===== src/rtl/fir_dec_pkg.sv =====
// Shared defaults and sample type for the FIR decimation / output buffer stage.
package fir_dec_pkg;
    localparam int WIDTH_DEF      = 8;
    localparam int DEC_LOG2_DEF   = 2;
    localparam int DEPTH_LOG2_DEF = 3;

    typedef logic signed [WIDTH_DEF-1:0] sample_t;
endpackage


===== src/rtl/sync_fifo.sv =====
// Circular-buffer FIFO with a combinational head read and a sticky drop flag.
module sync_fifo #(
    parameter int WIDTH      = 8,
    parameter int DEPTH_LOG2 = 3
) (
    input  logic                  clk,
    input  logic                  reset,
    input  logic                  push,
    input  logic [WIDTH-1:0]      din,
    input  logic                  ready,
    output logic [WIDTH-1:0]      dout,
    output logic                  valid,
    output logic [DEPTH_LOG2:0]   count,
    output logic                  overflow
);
    localparam int DEPTH = 1 << DEPTH_LOG2;
    localparam logic [DEPTH_LOG2:0] FULL_CNT = (DEPTH_LOG2+1)'(DEPTH);

    logic [WIDTH-1:0]      mem [DEPTH];
    logic [DEPTH_LOG2-1:0] rd_ptr;
    logic [DEPTH_LOG2-1:0] wr_ptr;
    logic                  full;
    logic                  pop;
    logic                  wr_en;

    // Handshake: a word transfers on any edge where valid and ready are both high;
    // valid never depends on ready, and ready is ignored while valid is low.
    assign valid = (count != '0);
    assign full  = (count == FULL_CNT);
    assign pop   = valid && ready;
    // A pop on the same edge frees the slot, so a full FIFO still takes the push.
    assign wr_en = push && (!full || pop);
    assign dout  = mem[rd_ptr];

    always_ff @(posedge clk or posedge reset) begin
        if (reset) begin
            rd_ptr   <= '0;
            wr_ptr   <= '0;
            count    <= '0;
            overflow <= 1'b0;
            for (int i = 0; i < DEPTH; i++) begin
                mem[i] <= '0;
            end
        end else begin
            if (wr_en) begin
                mem[wr_ptr] <= din;
                wr_ptr      <= wr_ptr + 1'b1;
            end
            if (pop) begin
                rd_ptr <= rd_ptr + 1'b1;
            end
            case ({wr_en, pop})
                2'b10:   count <= count + 1'b1;
                2'b01:   count <= count - 1'b1;
                default: count <= count;
            endcase
            if (push && !wr_en) begin
                overflow <= 1'b1;
            end
        end
    end
endmodule


===== src/rtl/fir_dec_fifo.sv =====
// Decimate-by-2^DEC_LOG2 stage feeding an output FIFO. Define FIR_DEC_AVG_EN for
// accumulate-and-dump averaging; otherwise the last sample of each group is picked.
module fir_dec_fifo
    import fir_dec_pkg::*;
#(
    parameter int DEC_LOG2   = DEC_LOG2_DEF,
    parameter int DEPTH_LOG2 = DEPTH_LOG2_DEF,
    parameter int WIDTH      = WIDTH_DEF
) (
    input  logic                  clk,
    input  logic                  reset,
    input  logic [WIDTH-1:0]      x_in,
    input  logic                  x_en,
    output logic [WIDTH-1:0]      y_out,
    output logic                  y_valid,
    input  logic                  y_ready,
    output logic [DEPTH_LOG2:0]   count,
    output logic                  overflow
);
    logic [DEC_LOG2-1:0] phase;
    logic                dump;
    logic [WIDTH-1:0]    d;

    assign dump = x_en && (&phase);

    always_ff @(posedge clk or posedge reset) begin
        if (reset) begin
            phase <= '0;
        end else if (x_en) begin
            phase <= phase + 1'b1;
        end
    end

`ifdef FIR_DEC_AVG_EN
    localparam int AW = WIDTH + DEC_LOG2;

    logic signed [AW-1:0] acc;
    logic signed [AW-1:0] x_ext;
    logic signed [AW-1:0] sum;

    assign x_ext = {{DEC_LOG2{x_in[WIDTH-1]}}, x_in};
    assign sum   = acc + x_ext;
    // Dropping the low DEC_LOG2 bits is the floor (arithmetic) divide by M.
    assign d     = sum[AW-1:DEC_LOG2];

    always_ff @(posedge clk or posedge reset) begin
        if (reset) begin
            acc <= '0;
        end else if (x_en) begin
            acc <= dump ? '0 : sum;
        end
    end
`else
    assign d = x_in;
`endif

    sync_fifo #(
        .WIDTH      (WIDTH),
        .DEPTH_LOG2 (DEPTH_LOG2)
    ) u_fifo (
        .clk      (clk),
        .reset    (reset),
        .push     (dump),
        .din      (d),
        .ready    (y_ready),
        .dout     (y_out),
        .valid    (y_valid),
        .count    (count),
        .overflow (overflow)
    );
endmodule


===== config.mk =====
export PLATFORM = sky130hd
export DESIGN_NAME = fir_dec_fifo
export DESIGN_NICKNAME = d
export VERILOG_FILES = /design/src/rtl/fir_dec_pkg.sv /design/src/rtl/sync_fifo.sv /design/src/rtl/fir_dec_fifo.sv
export SDC_FILE = /design/constraint.sdc
export NUM_CORES = 1
export LEC_CHECK = 0
export CAP_MARGIN = 20
export CORE_ASPECT_RATIO = 0.75
export CORE_UTILIZATION = 55
export CTS_BUF_LIST = sky130_fd_sc_hd__clkbuf_16
export DETAILED_ROUTE_END_ITERATION = 10
export PLACE_DENSITY = 0.86
export SLEW_MARGIN = 20
export SYNTH_ARGS = -nofsm -noshare
export SYNTH_HDL_FRONTEND = slang
export SYNTH_SLANG_ARGS = --single-unit

===== constraint.sdc =====
create_clock -name clk -period 6 [get_ports clk]
set_input_delay 0.6 -clock clk [delete_from_list [all_inputs] [get_ports clk]]
set_output_delay 0.6 -clock clk [all_outputs]
set_load 0.05 [all_outputs]

==> flow_summary.ini <==
[clocking]
cts_made_buffers = 9
cts_tree = yes
cts_resized = 0
cts_setup_buffers = 0
clock_latency_ps = 330
cts_sinks = 77
clkTransAtPathRegs_ps = 60
postCtsHoldBufs = 0
htreeDepth = 3
clk_path_buf_depth = 2
root_buffer = clkbuf_16

[route]
drc_errors = 0
via_per_inst = 5.86
dr_total_vias = 2076
dr.pass1.iters = 4
drtIter0Drc = 105
avgRoutedWirePerCell_microns = 20.1
ant_nets = 0
wirelength_mm = 7.11

[layout]
antennaDiodeCount = 0
syn2layout_area_growth_pct = 16.1
nNetsFinal = 287
drive_gt1_frac = 0.440
final_common_cell = dfrtp_1
layout_common_cells = 77 x dfrtp_1, 60 x mux2_2, 25 x clkdlybuf4s50_1, 16 x mux2_4, 16 x mux4_2
fill_cells = 451
finalInstanceArea_sq_um = 4410

[timing]
fin_crit_sh = 0.596
setup_tns_ps = 0
setup_ws_ps = 2420
period_needed_ps = 3580
worst_clock_skew_ps = 5.51
rsz0062_at_grt = no
final_max_slew_viol_count = 0
slew_headroom = 0.340
setup_viol = 0
worst_pin_slew_ps = 991
hold_viol_final = 0
fmax_ghz = 0.280

[synth]
synth_cell_types = 34
ys_seq_elements = 77
synth_edf_count = 0
netlist_instances = 238
synth_area_sq_um = 3800
yosysSeqAreaShare = 0.507
async_reset_ff_frac = 1.00
ys_warn_count = 0
postSynthAreaPerCell_sq_um = 16.0
ys.flop_type = dfrtp_1
synthesis.nets = 257

[setup_path]
cpLargestDelayFamily = flip-flops
critPathBufInv = 1
r2r_setup_slack_ps = 3030
worstSetupPathType = flip-flop to output port
worstPathArrival_ps = 2980
cp.depth = 3
slowest_delay_ps = 990
crit_chain = mux4_2 > mux2_2 > clkdlybuf4s50_1
startpoint_type = flip-flop
crit_start = u_fifo.rd_ptr[1]
worstReg2RegStart = u_fifo.count[0]
slowest_stage = dfrtp_1
cp_data_required_time_ps = 5400
r2r_cells = 8
crit_path_end_kind = output port
worstPathMaxFanout = 18
regToRegEndpoint = u_fifo.count[3]

[floorplanning]
io_pins = 26
initial_core_util = 0.587
coreArea_sq_um = 6470
dieArea_sq_um = 7250
die_x_microns = 98.0
rows = 25
die_y_microns = 74.0

[placed_design]
dpl_cell_area_sq_um = 4120
portBuffers = 25
hpwlAfterDp_mm = 4.45
gp_congestion = 0.822
place_ws_ps = 2590

[global_route]
grt_overflow = 0
grt_pass1_vias = 2247
grt_max_degree = 78
grt_pass1_wl_mm = 11.9
antenna_found_initial = 0
gr-usage-all-layers = 0.225

[pwr]
seq_power_share = 0.358
power_uw = 2630
p_per_area_nw_per_um2 = 596
power_frac_comb = 0.441
p_clk_frac = 0.201
power.internal_uw = 1650
switchingPower_uw = 976
leakage_uw = 0.00198
power.share.switching = 0.372
peakVddDrop_uv = 249

[outcome]
status = finished, final reports clean

[min_path]
hold_path.class = flip-flop to flip-flop
holdPathEnd = phase[0]
whs_path_depth = 1
min-delay-start = phase[0]

[flow_run]
cap_violations = 0
[cell usage after synthesis (all sizes together) (3+ instances only)]
| library cell | count | area (sq um) |
|---|---|---|
| nand3 | 4 | 32.5 |
| dfrtp | 77 | 1930 |
| mux4 | 16 | 360 |
| buf | 8 | 56.3 |
| a211oi | 6 | 120 |
| a2111o | 3 | 33.8 |
| a21oi | 4 | 20.0 |
| xor2 | 4 | 35.0 |
| nand2 | 5 | 18.8 |
| ha | 6 | 75.1 |
| xnor2 | 3 | 26.3 |
| inv | 7 | 26.3 |
| mux2 | 76 | 916 |
[layer usage]
layer  up-vias  track usage  share of wire
li1        953            -              -
met1      1069        0.307           0.46
met5         -            0              0
met3         6       0.0583          0.051
met4         0       0.0657         0.0065
met2        48        0.365           0.48
[kinds of logic after synthesis]
family / count (synthesis) / share of synthesized area
adder cells (fa/ha/maj): 7 / 0.0250
multiplexers: 93 / 0.338
XOR/XNOR: 7 / 0.0161
AND/OR/NAND/NOR: 20 / 0.0362
buffers and inverters: 17 / 0.0237
flip-flops: 77 / 0.507
AO/OA/AOI/OAI: 17 / 0.0533
[registers in the layout, summed over array words and instances (netlist names)]
name / flops
u_fifo.mem: 64
u_fifo.count: 4
u_fifo.rd_ptr: 3
u_fifo.wr_ptr: 3
phase: 2
u_fifo.overflow: 1
[cell type report]
cell class	count	area [sq um]	share of cell area
clock buffer	9	225	0.0510
tap	81	101	0.0230
inverter	7	26.3	0.00596
sequential	77	1930	0.437
clock inverter	7	63.8	0.0145
multi-input combinational	144	1790	0.405
timing repair buffer	29	280	0.0635
[per-stage QoR]
| stage | hold WS [ps] | std cells | utilization |
|---|---|---|---|
| floorplan | 448 | 238 | - |
| global placement | 463 | 338 | 0.637 |
| detailed placement | 473 | 338 | 0.637 |
| CTS | 497 | 354 | 0.681 |
| global route | 502 | 354 | 0.681 |
| finish | 485 | 354 | 0.681 |
[worst max-delay path by stage]
stage / to / slack [ps]
detailed placement: u_fifo.count[3] / 2590
global route: y_out[1] / 2310
global placement: u_fifo.count[3] / 2670
floorplan: u_fifo.count[3] / 2710
CTS: y_out[1] / 2410
finish: y_out[1] / 2420
[power by group through the flow]
stage | Combinational, uW | Clock, uW | Sequential, uW
finish | 1160 | 528 | 941
global route | 1240 | 559 | 971
CTS | 1170 | 538 | 941
detailed placement | 1160 | 0 | 944
global placement | 1130 | 0 | 932
floorplan | 907 | 0 | 899
Power figures use the tool's default switching activity.
